--- config.mk ---
export PLATFORM = sky130hd
export DESIGN_NAME = fp_mul_pipe
export DESIGN_NICKNAME = d
export VERILOG_FILES = /design/src/rtl/fp_mul_pipe.sv
export SDC_FILE = /design/constraint.sdc
export NUM_CORES = 2
export LEC_CHECK = 0
export CELL_PAD_IN_SITES_DETAIL_PLACEMENT = 1
export CELL_PAD_IN_SITES_GLOBAL_PLACEMENT = 2
export CORE_AREA = 2 2 290 220
export CTS_BUF_LIST = sky130_fd_sc_hd__clkbuf_2
export DETAILED_ROUTE_END_ITERATION = 8
export DIE_AREA = 0 0 292 222
export PLACE_DENSITY = 0.86
export SLEW_MARGIN = 20
export SYNTH_ARGS = -nofsm -noshare
export SYNTH_HDL_FRONTEND = slang
export SYNTH_SLANG_ARGS = --single-unit
--- constraint.sdc ---
create_clock -name clk -period 11.55 [get_ports clk]
set_input_delay 2.8875 -clock clk [delete_from_list [all_inputs] [get_ports clk]]
set_output_delay 2.8875 -clock clk [all_outputs]
set_load 0.005 [all_outputs]
--- src/rtl/fp_mul_pipe.sv ---
// Three-stage pipelined floating-point multiplier: round-to-nearest-even, flush-to-zero denormals,
// special-value handling, exception flags and valid/ready backpressure on a single stall enable.
module fp_mul_pipe #(
    parameter  int EXP_W = 8,
    parameter  int MAN_W = 23,
    localparam int FP_W  = 1 + EXP_W + MAN_W
) (
    input  logic            clk,
    input  logic            rst_n,
    input  logic            in_valid,
    output logic            in_ready,
    input  logic [FP_W-1:0] in_a,
    input  logic [FP_W-1:0] in_b,
    output logic            out_valid,
    input  logic            out_ready,
    output logic [FP_W-1:0] out_res,
    output logic [3:0]      out_flags
);

    localparam int EW2     = EXP_W + 2;
    localparam int PW      = 2 * MAN_W + 2;
    localparam int BIAS    = 2 ** (EXP_W - 1) - 1;
    localparam int EXP_MAX = 2 ** EXP_W - 1;
    localparam logic [FP_W-1:0] QNAN = {1'b0, {EXP_W{1'b1}}, 1'b1, {(MAN_W-1){1'b0}}};

    typedef enum logic [1:0] {
        K_NORM = 2'd0,
        K_ZERO = 2'd1,
        K_INF  = 2'd2,
        K_NAN  = 2'd3
    } kind_t;

    logic en;

    // stage 1 registers
    logic             s1_valid_q;
    logic             s1_sign_q,  s1_sign_d;
    kind_t            s1_kind_q,  s1_kind_d;
    logic             s1_inv_q,   s1_inv_d;
    logic [EW2-1:0]   s1_exp_q,   s1_exp_d;
    logic [MAN_W:0]   s1_ma_q,    s1_ma_d;
    logic [MAN_W:0]   s1_mb_q,    s1_mb_d;

    // stage 2 registers
    logic             s2_valid_q;
    logic             s2_sign_q;
    kind_t            s2_kind_q;
    logic             s2_inv_q;
    logic [EW2-1:0]   s2_exp_q;
    logic [PW-1:0]    s2_prod_q, s2_prod_d;

    // stage 3 (output) registers
    logic             out_valid_q;
    logic [FP_W-1:0]  out_res_q,   out_res_d;
    logic [3:0]       out_flags_q, out_flags_d;

    assign en       = !out_valid_q || out_ready;
    assign in_ready = en;

    // ---------------- stage 1: unpack and classify ----------------
    logic [EXP_W-1:0] ea, eb;
    logic [MAN_W-1:0] fa, fb;
    logic a_zero, b_zero, a_inf, b_inf, a_nan, b_nan, a_snan, b_snan, inf_x_zero;

    assign ea = in_a[FP_W-2 -: EXP_W];
    assign eb = in_b[FP_W-2 -: EXP_W];
    assign fa = in_a[MAN_W-1:0];
    assign fb = in_b[MAN_W-1:0];

    // exponent field zero covers true zeros and flushed denormals alike
    assign a_zero = ~|ea;
    assign b_zero = ~|eb;
    assign a_inf  = (&ea) && ~|fa;
    assign b_inf  = (&eb) && ~|fb;
    assign a_nan  = (&ea) && |fa;
    assign b_nan  = (&eb) && |fb;
    assign a_snan = a_nan && !fa[MAN_W-1];
    assign b_snan = b_nan && !fb[MAN_W-1];
    assign inf_x_zero = (a_inf && b_zero) || (b_inf && a_zero);

    always_comb begin
        s1_kind_d = K_NORM;
        s1_inv_d  = 1'b0;
        if (a_nan || b_nan || inf_x_zero) begin
            s1_kind_d = K_NAN;
            s1_inv_d  = a_snan || b_snan || inf_x_zero;
        end else if (a_inf || b_inf) begin
            s1_kind_d = K_INF;
        end else if (a_zero || b_zero) begin
            s1_kind_d = K_ZERO;
        end
    end

    assign s1_sign_d = in_a[FP_W-1] ^ in_b[FP_W-1];
    assign s1_exp_d  = {2'b00, ea} + {2'b00, eb} - EW2'(BIAS);
    assign s1_ma_d   = {1'b1, fa};
    assign s1_mb_d   = {1'b1, fb};

    // ---------------- stage 2: mantissa product ----------------
    assign s2_prod_d = PW'(s1_ma_q) * PW'(s1_mb_q);

    // ---------------- stage 3: normalise, round, range check, pack ----------------
    logic             msb;
    logic [PW-2:0]    norm;
    logic [MAN_W-1:0] frac, frac_r;
    logic             guard, rnd, sticky, round_up, carry;
    logic [EW2-1:0]   exp_r;
    logic             ovf, unf;

    assign msb      = s2_prod_q[PW-1];
    // drop the leading one; the bit below it becomes the fraction MSB
    assign norm     = msb ? s2_prod_q[PW-2:0] : {s2_prod_q[PW-3:0], 1'b0};
    assign frac     = norm[PW-2 -: MAN_W];
    assign guard    = norm[MAN_W];
    assign rnd      = norm[MAN_W-1];
    assign sticky   = |norm[MAN_W-2:0];
    assign round_up = guard && (rnd || sticky || frac[0]);
    assign {carry, frac_r} = {1'b0, frac} + (MAN_W+1)'(round_up);
    assign exp_r    = s2_exp_q + EW2'(msb) + EW2'(carry);
    assign ovf      = !exp_r[EW2-1] && (exp_r[EW2-2:0] >= (EW2-1)'(EXP_MAX));
    assign unf      = exp_r[EW2-1] || (exp_r == '0);

    always_comb begin
        out_res_d   = {s2_sign_q, exp_r[EXP_W-1:0], frac_r};
        out_flags_d = {3'b000, guard || rnd || sticky};
        case (s2_kind_q)
            K_NAN: begin
                out_res_d   = QNAN;
                out_flags_d = {s2_inv_q, 3'b000};
            end
            K_INF: begin
                out_res_d   = {s2_sign_q, {EXP_W{1'b1}}, {MAN_W{1'b0}}};
                out_flags_d = 4'b0000;
            end
            K_ZERO: begin
                out_res_d   = {s2_sign_q, {(FP_W-1){1'b0}}};
                out_flags_d = 4'b0000;
            end
            default: begin
                if (ovf) begin
                    out_res_d   = {s2_sign_q, {EXP_W{1'b1}}, {MAN_W{1'b0}}};
                    out_flags_d = 4'b0101;
                end else if (unf) begin
                    out_res_d   = {s2_sign_q, {(FP_W-1){1'b0}}};
                    out_flags_d = 4'b0011;
                end
            end
        endcase
    end

    // ---------------- pipeline registers ----------------
    always_ff @(posedge clk or negedge rst_n) begin
        if (!rst_n) begin
            s1_valid_q  <= 1'b0;
            s1_sign_q   <= 1'b0;
            s1_kind_q   <= K_NORM;
            s1_inv_q    <= 1'b0;
            s1_exp_q    <= '0;
            s1_ma_q     <= '0;
            s1_mb_q     <= '0;
            s2_valid_q  <= 1'b0;
            s2_sign_q   <= 1'b0;
            s2_kind_q   <= K_NORM;
            s2_inv_q    <= 1'b0;
            s2_exp_q    <= '0;
            s2_prod_q   <= '0;
            out_valid_q <= 1'b0;
            out_res_q   <= '0;
            out_flags_q <= '0;
        end else if (en) begin
            s1_valid_q <= in_valid;
            if (in_valid) begin
                s1_sign_q <= s1_sign_d;
                s1_kind_q <= s1_kind_d;
                s1_inv_q  <= s1_inv_d;
                s1_exp_q  <= s1_exp_d;
                s1_ma_q   <= s1_ma_d;
                s1_mb_q   <= s1_mb_d;
            end
            s2_valid_q <= s1_valid_q;
            if (s1_valid_q) begin
                s2_sign_q <= s1_sign_q;
                s2_kind_q <= s1_kind_q;
                s2_inv_q  <= s1_inv_q;
                s2_exp_q  <= s1_exp_q;
                s2_prod_q <= s2_prod_d;
            end
            out_valid_q <= s2_valid_q;
            if (s2_valid_q) begin
                out_res_q   <= out_res_d;
                out_flags_q <= out_flags_d;
            end
        end
    end

    assign out_valid = out_valid_q;
    assign out_res   = out_res_q;
    assign out_flags = out_flags_q;

endmodule
== Word level (Yosys, flattened, before mapping) ==
Index checks and enable logic that the tools add are counted.

* Bits in registers: 163
* Input bits: 68
* Logic and storage cells: 81

* Add/sub/neg operators: 5
* Multipliers: 1
* Magnitude comparators: 1
* Eq/ne operators: 3
* Multiplexer cells: 11
* Bitwise logic cells: 1
* Reduce and logical (&&, ||, !) cells: 43

{| class="wikitable"
|+ Operators by type and width
! cell !! number
|-
| case mux 32 bit (3 select lines) || 1
|-
| two-way mux 31 bit || 2
|-
| multiplier 24 x 24 -> 48 bit || 1
|-
| two-way mux 47 bit || 1
|-
| OR reduction 23 bit || 2
|-
| adder 23 x 1 -> 24 bit || 1
|-
| OR reduction 22 bit || 1
|-
| adder 10 x 1 -> 10 bit || 2
|-
| AND reduction 8 bit || 2
|-
| OR reduction 8 bit || 2
|-
| logical OR 1 bit || 13
|-
| logical AND 1 bit || 10
|-
| logical NOT 10 bit || 1
|-
| subtractor 9 x 7 -> 10 bit, second input constant || 1
|-
| adder 8 x 8 -> 9 bit || 1
|-
| greater-or-equal comparator 9 x 8 -> 1 bit, second input constant || 1
|-
| logical NOT 1 bit || 8
|-
| case mux 4 bit (2 select lines) || 1
|-
| two-way mux 2 bit || 3
|-
| AND reduction 2 bit || 3
|-
| equality test 2 bit, second input constant || 2
|-
| two-way mux 3 bit || 1
|-
| equality test 2 x 1 -> 1 bit, second input constant || 1
|-
| two-way mux 1 bit || 2
|-
| 2 further kinds || 2
|}

== Logic depth before layout (Yosys ltp) ==
* Word-level depth: 12
* Gate-level depth with buffers: 26
* Depth with buffers taken out: 24

== Worst setup path before layout ==
No wires, ideal clock.

* Kind: register to register
* Start: register s1_mb_q[3]
* End: register s2_prod_q[38]
* Library setup time: 0.125 ns
* Arrival time: 6.300 ns
* Required time: 11.425 ns
* Slack: 5.125 ns
* Stages on the path, launching flop included: 25
* Path buffers: 2
* Clock period less this slack: 6.425 ns
* Cells stage by stage: dfrtp_1 -> clkbuf_1 -> nand2_1 -> fa_1 -> inv_1 -> fa_1 -> inv_1 -> fa_1 -> fa_1 -> inv_1 -> fa_1 -> fa_1 -> inv_1 -> fa_1 -> inv_1 -> ha_1 -> clkbuf_1 -> nand2_1 -> o21bai_1 -> a211oi_1 -> o31a_1 -> a211oi_1 -> nor2_1 -> xnor2_1 -> mux2_2

* Word-level cells in the longest chain between the ends: 1

{| class="wikitable"
|+ Ends and longest elaborated chain
! element !! line !! source
|-
| start, declared || 42 || <nowiki>logic [MAN_W:0] s1_mb_q, s1_mb_d;</nowiki>
|-
| start signal, assigned || 178 || <nowiki>s1_mb_q <= s1_mb_d;</nowiki>
|-
| multiplier 24 x 24 -> 48 bit || 100 || <nowiki>assign s2_prod_d = PW'(s1_ma_q) * PW'(s1_mb_q);</nowiki>
|-
| end signal, assigned || 186 || <nowiki>s2_prod_q <= s2_prod_d;</nowiki>
|-
| end, declared || 50 || <nowiki>logic [PW-1:0] s2_prod_q, s2_prod_d;</nowiki>
|}

No other way between the ends.
A chain may end at the register's enable or synchronous reset.

== Worst setup path after layout ==
* Start: register s1_mb_q[5]
* End: register s2_prod_q[37]

Same word-level chain as after synthesis.

==> results.sh <==
export IMPL_synth_seq_cells=162
export IMPL_antenna_found_initial=5
export IMPL_htree_levels=4
export IMPL_grt_pass1_wl_um=128000
export IMPL_synth_edf_count=0
export IMPL_drive_above_1_share_pct=4.46
export IMPL_tritoncts="yes"
export IMPL_rsz0062_at_grt="no"
export IMPL_finClkSkew_ns=0.0900
export IMPL_first_pass_iters=5
export IMPL_netlist_instances=2994
export IMPL_drt_iter0_markers=1124
export IMPL_drv_slew=0
export IMPL_grt_overflow=0
export IMPL_drv_cap=0
export IMPL_tns_ns=0
export IMPL_start_util_pct=43.9
export IMPL_synth_most_common_cell="inv_1"
export IMPL_crit_fanout=25
export IMPL_nets=3715
export IMPL_grt_use_total_pct=25.3
export IMPL_cp_required_ns=12.53
export IMPL_holdWs_ns=0.502
export IMPL_tightest_slew_ns=1.22
export IMPL_synth_top_flop_cell="dfrtp_1"
export IMPL_dieArea_sq_um=64800
export IMPL_startpoint_type="flip-flop"
export IMPL_wl_per_cell_um=20.5
export IMPL_synth_async_reset_ratio_pct=100
export IMPL_relSlewSlack_pct=18.4
export IMPL_gp_congestion=0.886
export IMPL_via_count=20400
export IMPL_synth_area_leaders="fa_1 (36%), dfrtp_1 (15%), ha_1 (8.9%)"
export IMPL_synth_nets=3738
export IMPL_clockBufferDepth=2
export IMPL_dieWidth_um=292
export IMPL_synth_top_cell_area_share_pct=35.7
export IMPL_cts_resized=0
export IMPL_cts_buffers=17
export IMPL_core_area_sq_um=61800
export IMPL_clk_pin_slew_ns=0.35
export IMPL_fmax_mhz=129
export IMPL_critPathKind="reg2reg"
export IMPL_drc_errors=0
export IMPL_setup_viol=0
export IMPL_grt_max_degree=98
export IMPL_min_period_ns=7.73
export IMPL_clock_sinks=162
export IMPL_wirelength_um=78000
export IMPL_hold_path_class="reg2reg"
export IMPL_yosys_area_top_type="fa_1"
export IMPL_whs_path_depth=2
export IMPL_hpwlAfterDp_um=62300
export IMPL_clock_root_buffer="clkbuf_2"
export IMPL_end_kind="flip-flop"
export IMPL_post_cts_setup_buffers=0
export IMPL_die_y_um=222
export IMPL_status="complete, no violations"
export IMPL_viasPerCell=5.37
export IMPL_final_period_utilization_pct=66.9
export IMPL_io_buffer_count=105
export IMPL_synth_area_sq_um=27100
export IMPL_postCtsHoldBufs=0
export IMPL_hold_viol=0
export IMPL_ys_top_cells_by_count="inv_1 (565), fa_1 (484), nand2_1 (471), and2_1 (300), ha_1 (192)"
export IMPL_fillers=7120
export IMPL_grt_pass1_vias=23000
export IMPL_syn_avg_cell_area_sq_um=9.05
export IMPL_ff2ff_path_depth=22
export IMPL_row_count=79
export IMPL_synthToLayoutAreaGrowth_pct=6.84
export IMPL_clock_latency_ns=1.07
export IMPL_ys_types=71
export IMPL_postRouteAntennaNets=0
export IMPL_yosysWarnings=0
export IMPL_cp_arrival_ns=8.71
export IMPL_yosysSeqAreaShare_pct=15.0
export IMPL_ios=106
[cell type report]
cell class	count	area [sq um]	share of cell area, %
multi-input combinational	2098	20300	70.0
sequential	162	4070	14.0
inverter	565	2120	7.32
timing repair buffer	127	1240	4.30
tap	810	1010	3.50
clock inverter	15	151	0.523
clock buffer	17	85.1	0.294
antenna	3	7.51	0.0259
[metrics by stage]
step,setup WS (ns),cells,util (%),area [sq um]
global route,3.48,3797,46.9,29000
global placement,4.02,3760,46.4,28700
finish,3.82,3797,46.9,29000
CTS,3.75,3792,46.8,28900
detailed placement,3.79,3760,46.4,28700
floorplan,5.13,2994,-,27100
[worst max-delay path, stage by stage (launching register included)]
cell and delay, ns:
dfrtp_1 1.17, nand2_1 0.16, fa_1 0.54, inv_1 0.05, fa_1 0.48, inv_1 0.05, fa_1 0.46, fa_1 0.55
inv_1 0.06, fa_1 0.49, fa_1 0.50, inv_1 0.05, fa_1 0.58, inv_1 0.10, ha_1 0.38, a21oi_1 0.27
nor2_1 0.08, a211oi_1 0.33, o221ai_1 0.30, a2111oi_2 0.50, nor3_1 0.13, o21a_1 0.19, o31ai_1 0.18
[logic make-up after synthesis]
group / share of synthesized area (%)
muxes: 2.71
AOI/OAI and AO/OA: 7.30
and+or+nand+nor: 17.7
adders and majority gates: 44.6
DFF: 15.0
xor gates and xnor gates: 2.46
buffers and inverters: 10.3
[routing by layer]
layer	global-route usage (%)	share of wire (%)	up-vias	wire (um)
met3	3.00	3.9	82	3030
li1	-	-	9117	-
met1	35.4	45	10800	35400
met4	5.17	1.6	0	1230
met5	0	0	-	0
met2	42.6	49	384	38300
[worst paths after layout]
check,startpoint,end,slack [ns]
max,s1_mb_q[5],s2_prod_q[37],3.82
min,s1_exp_q[1],s2_exp_q[1],0.50
max reg2reg,s1_mb_q[5],s2_prod_q[37],3.82
min reg2reg,s1_exp_q[1],s2_exp_q[1],0.50
max in group asynchronous,rst_n,s1_ma_q[5],8.64
min in group asynchronous,rst_n,out_res[20],1.65
[registers in the layout, summed over array words and instances, names as in the netlist, 2 cells and up]
name       count
out_flags      4
out_res       32
s1_exp_q      10
s1_kind_q      2
s1_ma_q       24
s1_mb_q       23
s2_exp_q      10
s2_kind_q      2
s2_prod_q     48
[layout by cell type, fill, tap and decap left out, types with 17 or more instances in the layout]
cell type / synthesis / final
clkdlybuf4s50_1: 0 / 104
nor2_1: 57 / 57
fa_1: 484 / 484
a21o_1: 28 / 28
nand4_1: 32 / 32
clkbuf_2: 0 / 17
a22o_1: 24 / 24
xor2_1: 27 / 27
nand2_1: 471 / 469
a21oi_1: 74 / 74
dfrtp_1: 162 / 152
nor4_1: 21 / 21
and2_1: 300 / 300
nand3_1: 28 / 28
xnor2_1: 49 / 49
ha_1: 192 / 192
mux2_2: 51 / 51
o21ai_0: 68 / 68
inv_1: 565 / 565
buf_4: 1 / 20
nor3_1: 21 / 21
Power is not shown: default switching activity piles up to over one toggle a cycle in this logic, so the estimate is an artifact.
